### src/rtl/counter_cmd_pkg.sv
`default_nettype none
// ============================================================================
//  Module   : counter_cmd_pkg
//  Purpose  : Shared opcode and state encodings for the serial command
//             front-end of the loadable counter.
//  Revision : 1.0  initial release
// ============================================================================
package counter_cmd_pkg;

  // Width of the opcode field that starts every frame.
  localparam int OP_W = 2;

  // Opcode values, transmitted MSB first.
  localparam logic [OP_W-1:0] OP_NOP    = 2'b00;
  localparam logic [OP_W-1:0] OP_LOAD   = 2'b01;
  localparam logic [OP_W-1:0] OP_OE_ON  = 2'b10;
  localparam logic [OP_W-1:0] OP_OE_OFF = 2'b11;

  // Frame deserialiser states.
  typedef enum logic [1:0] {
    ST_IDLE = 2'd0,
    ST_OP   = 2'd1,
    ST_DATA = 2'd2
  } state_t;

endpackage
`default_nettype wire

### src/rtl/counter_load_ctrl_idle_timer.sv
`default_nettype none
// ============================================================================
//  Module   : idle_timer
//  Purpose  : Counts consecutive cycles in which a running transfer sees no
//             activity and flags expiry on the cycle the count would reach
//             TIMEOUT. A kick on that same cycle wins and prevents expiry.
//             TIMEOUT = 0 disables the timer entirely.
//  Revision : 1.0  initial release
// ============================================================================
module idle_timer #(
  parameter int TIMEOUT = 16
) (
  input  logic clk,
  input  logic rst_n,
  input  logic i_run,
  input  logic i_kick,
  output logic o_expire
);

  generate
    if (TIMEOUT == 0) begin : g_disabled
      // Timer disabled: the inputs are intentionally unused.
      logic w_unused;
      assign w_unused = &{1'b0, clk, rst_n, i_run, i_kick};
      assign o_expire = 1'b0;
    end else begin : g_enabled
      localparam int c_CNT_W = (TIMEOUT > 1) ? $clog2(TIMEOUT) : 1;
      localparam logic [c_CNT_W-1:0] c_LAST = c_CNT_W'(TIMEOUT - 1);

      logic [c_CNT_W-1:0] r_cnt;
      logic               w_expire;

      // Expire on the idle cycle that would take the count to TIMEOUT.
      assign w_expire = i_run && !i_kick && (r_cnt == c_LAST);
      assign o_expire = w_expire;

      // Idle-cycle counter: held at zero outside a transfer, on activity and on expiry.
      always_ff @(posedge clk or negedge rst_n) begin
        if (!rst_n) begin
          r_cnt <= '0;
        end else if (!i_run || i_kick || w_expire) begin
          r_cnt <= '0;
        end else begin
          r_cnt <= r_cnt + c_CNT_W'(1);
        end
      end
    end
  endgenerate

endmodule
`default_nettype wire

### src/rtl/counter_load_ctrl.sv
`default_nettype none
// ============================================================================
//  Module   : counter_load_ctrl
//  Purpose  : Bit-serial command front-end for the loadable counter. Decodes
//             2-bit opcodes (plus a DATA_W payload for LOAD) and drives a
//             one-cycle load strobe with a parallel value and a sticky
//             output enable. Stalled frames are aborted by an idle timeout.
//  Revision : 1.0  initial release
// ============================================================================
module counter_load_ctrl
  import counter_cmd_pkg::*;
#(
  parameter int DATA_W  = 8,
  parameter int TIMEOUT = 16
) (
  input  logic              clk,
  input  logic              rst_n,
  input  logic              i_ser_in,
  input  logic              i_ser_valid,
  output logic              o_load,
  output logic [DATA_W-1:0] o_load_in,
  output logic              o_en,
  output logic              o_busy,
  output logic              o_frame_err
);

  localparam int                 c_CNT_W    = $clog2(DATA_W);
  localparam logic [c_CNT_W-1:0] c_LAST_BIT = c_CNT_W'(DATA_W - 1);

  state_t              r_state;
  logic                r_op_msb;
  logic [DATA_W-2:0]   r_shift;
  logic [c_CNT_W-1:0]  r_bit_cnt;
  logic                r_load;
  logic [DATA_W-1:0]   r_load_in;
  logic                r_en;
  logic                r_frame_err;

  logic                w_run;
  logic                w_expire;
  logic [DATA_W-1:0]   w_shift_next;
  logic [OP_W-1:0]     w_opcode;

  // The shift register only holds DATA_W-1 bits; the final bit completes the word.
  assign w_shift_next = {r_shift, i_ser_in};
  assign w_opcode     = {r_op_msb, i_ser_in};
  assign w_run        = (r_state != ST_IDLE);

  idle_timer #(
    .TIMEOUT (TIMEOUT)
  ) u_idle_timer (
    .clk      (clk),
    .rst_n    (rst_n),
    .i_run    (w_run),
    .i_kick   (i_ser_valid),
    .o_expire (w_expire)
  );

  // Frame FSM: opcode capture, payload shift, registered load/en/frame_err outputs.
  always_ff @(posedge clk or negedge rst_n) begin
    if (!rst_n) begin
      r_state     <= ST_IDLE;
      r_op_msb    <= 1'b0;
      r_shift     <= '0;
      r_bit_cnt   <= '0;
      r_load      <= 1'b0;
      r_load_in   <= '0;
      r_en        <= 1'b0;
      r_frame_err <= 1'b0;
    end else begin
      r_load      <= 1'b0;
      r_frame_err <= 1'b0;
      case (r_state)
        ST_IDLE: begin
          if (i_ser_valid) begin
            r_op_msb <= i_ser_in;
            r_state  <= ST_OP;
          end
        end
        ST_OP: begin
          if (i_ser_valid) begin
            case (w_opcode)
              OP_LOAD: begin
                r_shift   <= '0;
                r_bit_cnt <= '0;
                r_state   <= ST_DATA;
              end
              OP_OE_ON: begin
                r_en    <= 1'b1;
                r_state <= ST_IDLE;
              end
              OP_OE_OFF: begin
                r_en    <= 1'b0;
                r_state <= ST_IDLE;
              end
              default: begin
                r_state <= ST_IDLE;
              end
            endcase
          end else if (w_expire) begin
            r_shift     <= '0;
            r_bit_cnt   <= '0;
            r_frame_err <= 1'b1;
            r_state     <= ST_IDLE;
          end
        end
        ST_DATA: begin
          if (i_ser_valid) begin
            if (r_bit_cnt == c_LAST_BIT) begin
              // Value and strobe are registered together so the counter never sees a stale word.
              r_load_in <= w_shift_next;
              r_load    <= 1'b1;
              r_shift   <= '0;
              r_bit_cnt <= '0;
              r_state   <= ST_IDLE;
            end else begin
              r_shift   <= w_shift_next[DATA_W-2:0];
              r_bit_cnt <= r_bit_cnt + c_CNT_W'(1);
            end
          end else if (w_expire) begin
            r_shift     <= '0;
            r_bit_cnt   <= '0;
            r_frame_err <= 1'b1;
            r_state     <= ST_IDLE;
          end
        end
        default: begin
          r_state <= ST_IDLE;
        end
      endcase
    end
  end

  assign o_load      = r_load;
  assign o_load_in   = r_load_in;
  assign o_en        = r_en;
  assign o_frame_err = r_frame_err;
  assign o_busy      = (r_state != ST_IDLE);

endmodule
`default_nettype wire

### config.mk
export PLATFORM = sky130hd
export DESIGN_NAME = counter_load_ctrl
export DESIGN_NICKNAME = d
export VERILOG_FILES = /design/src/rtl/counter_cmd_pkg.sv /design/src/rtl/counter_load_ctrl_idle_timer.sv /design/src/rtl/counter_load_ctrl.sv
export SDC_FILE = /design/constraint.sdc
export NUM_CORES = 1
export LEC_CHECK = 0
export CAP_MARGIN = 30
export CORE_UTILIZATION = 45
export CTS_CLUSTER_DIAMETER = 60
export DETAILED_ROUTE_END_ITERATION = 10
export GPL_TIMING_DRIVEN = 0
export PLACE_DENSITY = 0.73
export SLEW_MARGIN = 0
export SYNTH_ARGS = -nofsm -noshare
export SYNTH_HDL_FRONTEND = slang
export SYNTH_SLANG_ARGS = --single-unit
export TNS_END_PERCENT = 5
### constraint.sdc
create_clock -name clk -period 1.7 [get_ports clk]
set_input_delay 0.34 -clock clk [delete_from_list [all_inputs] [get_ports clk]]
set_output_delay 0.34 -clock clk [all_outputs]
set_load 0.02 [all_outputs]
==> results.py <==
metrics = {
    "outcome": {
        "status": "complete, no violations",
    },
    "pwr": {
        "leakage_uw": 0.0007819,
        "ir_drop_mv": 0.6669,
        "finalPower_uw": 1838,
        "p_per_area_nw_per_um2": 1192,
    },
    "clocking": {
        "clockRootBuffer": "clkbuf_4",
        "insertion_delay_ns": 0.32,
        "htreeDepth": 1,
        "cts_made_buffers": 3,
        "cts.sinks": 28,
        "clk_pin_slew_ns": 0.15,
        "cts_tree": "done",
        "cts_buffer_depth": 2,
    },
    "floorplanning": {
        "rows": 18,
        "fp.dieH_um": 54.41,
        "fp.dieW_um": 54.41,
        "start_util": 0.4857,
        "dieArea_um2": 2960,
        "io_pins": 16,
        "fp.coreArea_um2": 2545,
    },
    "worst_hold_path": {
        "hold_class": "in -> async",
    },
    "drt": {
        "viasPerCell": 5.483,
        "drt-total-wl_um": 2132,
        "first_iter_violations": 9,
        "drc": 0,
        "wl_per_cell_um": 14.50,
        "dr.pass1.iters": 4,
        "ant_nets": 0,
        "num_vias": 806,
    },
    "finish": {
        "final_common_cell": "dfrtp_1",
        "n_fill_cell": 197,
        "final_cell_mix": "28 x dfrtp_1, 11 x clkdlybuf4s50_1, 9 x mux2_2, 9 x a22o_1, 6 x nand2_1",
        "final_util": 0.6057,
        "final_nets": 129,
        "drive_gt1_frac": 0.2564,
        "layout-area-overhead-vs-synth_pct": 24.70,
        "diodes": 0,
        "fin_area_um2": 1541,
    },
    "timing": {
        "finalSetupViolCount": 0,
        "worst_slack_ns": 0.05897,
        "max_slew_margin": 0.7255,
        "period_needed_ns": 1.641,
        "min_period_over_period": 0.9653,
        "worst_pin_slew_ns": 0.4104,
        "fmax_mhz": 609.4,
        "grt_setup_unrepaired": "true",
        "skew_ns": 0.002168,
        "fin_tns_setup_ns": 0,
        "slew_viol_final": 0,
        "finalHoldViolCount": 0,
    },
    "logic_synthesis": {
        "ys_warn_count": 0,
        "synth_cell_types": 28,
        "synthTopCellsByArea": "dfrtp_1 57%, mux2_2 8.2%, ha_1 7.1%, a22o_1 6.4%, o221ai_4 2.1%",
        "synth_enable_flop_cells": 0,
        "ys_ff_latch": 28,
        "syn_nets": 106,
        "async_flop_share": 1.000,
        "synth_area_leader_cell": "dfrtp_1",
        "synth-seq-area-share": 0.5668,
        "syn-instance-count": 95,
        "synth_top_area_share": 0.5668,
        "synth-main-ff-cell": "dfrtp_1",
        "syn_area_per_cell_um2": 13.01,
        "syn-cell-area_um2": 1236,
    },
    "critical_path": {
        "crit_chain": "clkdlybuf4s50_1",
        "cp-start-kind": "flip-flop",
        "cp-startpoint": "o_load_in[3]",
        "cp_top_family": "buffers and inverters",
        "worstPathRequired_ns": 1.36,
        "crit_type": "reg -> out",
        "crit_path_max_fanout": 2,
        "crit_buf_inv": 1,
        "crit_arrival_ns": 1.30,
        "max_stage_delay_ns": 0.60,
        "cpMaxStageDelayCell": "clkdlybuf4s50_1",
        "rr_startpoint": "r_bit_cnt[0]",
        "endpoint_kind": "primary output",
    },
    "placed_design": {
        "io_buffers": 15,
        "dpl.hpwl_um": 1487,
        "place_area_um2": 1439,
        "gp_congestion": 0.8064,
        "pre_cts_ws_ns": -0.1119,
    },
    "flow_run": {
        "cap_violations": 0,
    },
    "global_routing": {
        "grt_max_degree": 22,
        "use_met3": 0.02500,
        "met2_usage": 0.2846,
        "antenna_found_initial": 0,
        "grt_overflow_total": 0,
        "grt_pass1_wl_um": 3519,
        "grt_pass1_vias": 776,
        "grt_usage": 0.1693,
        "use_met1": 0.2240,
        "grt.busiest_layer": "met2",
    },
}
-- metal layers --
| metal | share of wire | up-vias |
|---|---|---|
| met5 | 0 | - |
| met4 | 0.0061 | 0 |
| met1 | 0.50 | 404 |
| met3 | 0.019 | 2 |
| met2 | 0.47 | 10 |
| li1 | - | 390 |
-- Yosys cell counts (2+ instances only) --
master and instances:
nand3_1 3, ha_1 7, inv_1 4, a21oi_1 2
dfrtp_1 28, nor2_1 5, nor2b_1 2, a22o_1 9
nand2b_1 2, nand2_1 6, mux2_2 9, o21ai_0 2
-- registers in the layout, indices dropped and copies added (netlist names) --
name,flops
o_frame_err,1
o_en,1
r_state,2
o_load_in,8
r_op_msb,1
u_idle_timer.g_enabled.r_cnt,4
o_load,1
r_bit_cnt,3
r_shift,7
-- per-stage QoR --
step | instances | hold slack (ns)
global route | 147 | 0.2998
finish | 147 | 0.2898
CTS | 146 | 0.2882
global placement | 140 | 0.4420
floorplan | 95 | 0.04441
detailed placement | 141 | 0.4580
-- final timing paths --
check / end / depth (start not counted) / slack [ns]
max in group asynchronous: r_shift[6] / 2 / 0.94
min: u_idle_timer.g_enabled.r_cnt[1] / 1 / 0.29
max reg2reg: r_state[1] / 5 / 0.06
min in group clk: u_idle_timer.g_enabled.r_cnt[0] / 1 / 0.47
max: o_load_in[3] / 1 / 0.06
min reg2reg: u_idle_timer.g_enabled.r_cnt[0] / 1 / 0.47
-- power by group --
group | internal [uW] | switching, uW | total (uW)
Combinational | 277 | 318 | 595
Clock | 238 | 195 | 433
Sequential | 744 | 65.6 | 810
Total | 1260 | 579 | 1840
-- what timing repair did --
action                                  4_1_cts  5_1_grt
pin swaps                                     0        1
resized for setup                             8        7
endpoints found under the setup margin       13       14
buffers inserted                              1        1
hold buffers                                  0        0
-- cell type report --
cell class	count	area, um2	area share
plain buffers	1	5.005	0.003247
multi-input cells	62	548.0	0.3555
well taps	30	37.54	0.02435
inverters	4	15.01	0.009740
clock inverters	1	30.03	0.01948
repair buffers	18	182.7	0.1185
flip-flops and latches	28	700.7	0.4545
clock buffers	3	22.52	0.01461
-- cell families (layout without fill, tap and decap cells) --
| group | count (synthesis) | count (layout) | share of synthesized area |
|---|---|---|---|
| compound gates | 17 | 17 | 0.1225 |
| xor+xnor | 2 | 2 | 0.01417 |
| fa+ha+maj | 7 | 7 | 0.07085 |
| buf+inv | 5 | 27 | 0.01619 |
| flops | 28 | 28 | 0.5668 |
| mux | 10 | 10 | 0.09413 |
| simple gates | 26 | 26 | 0.1154 |
(Power assumes the default switching activity.)
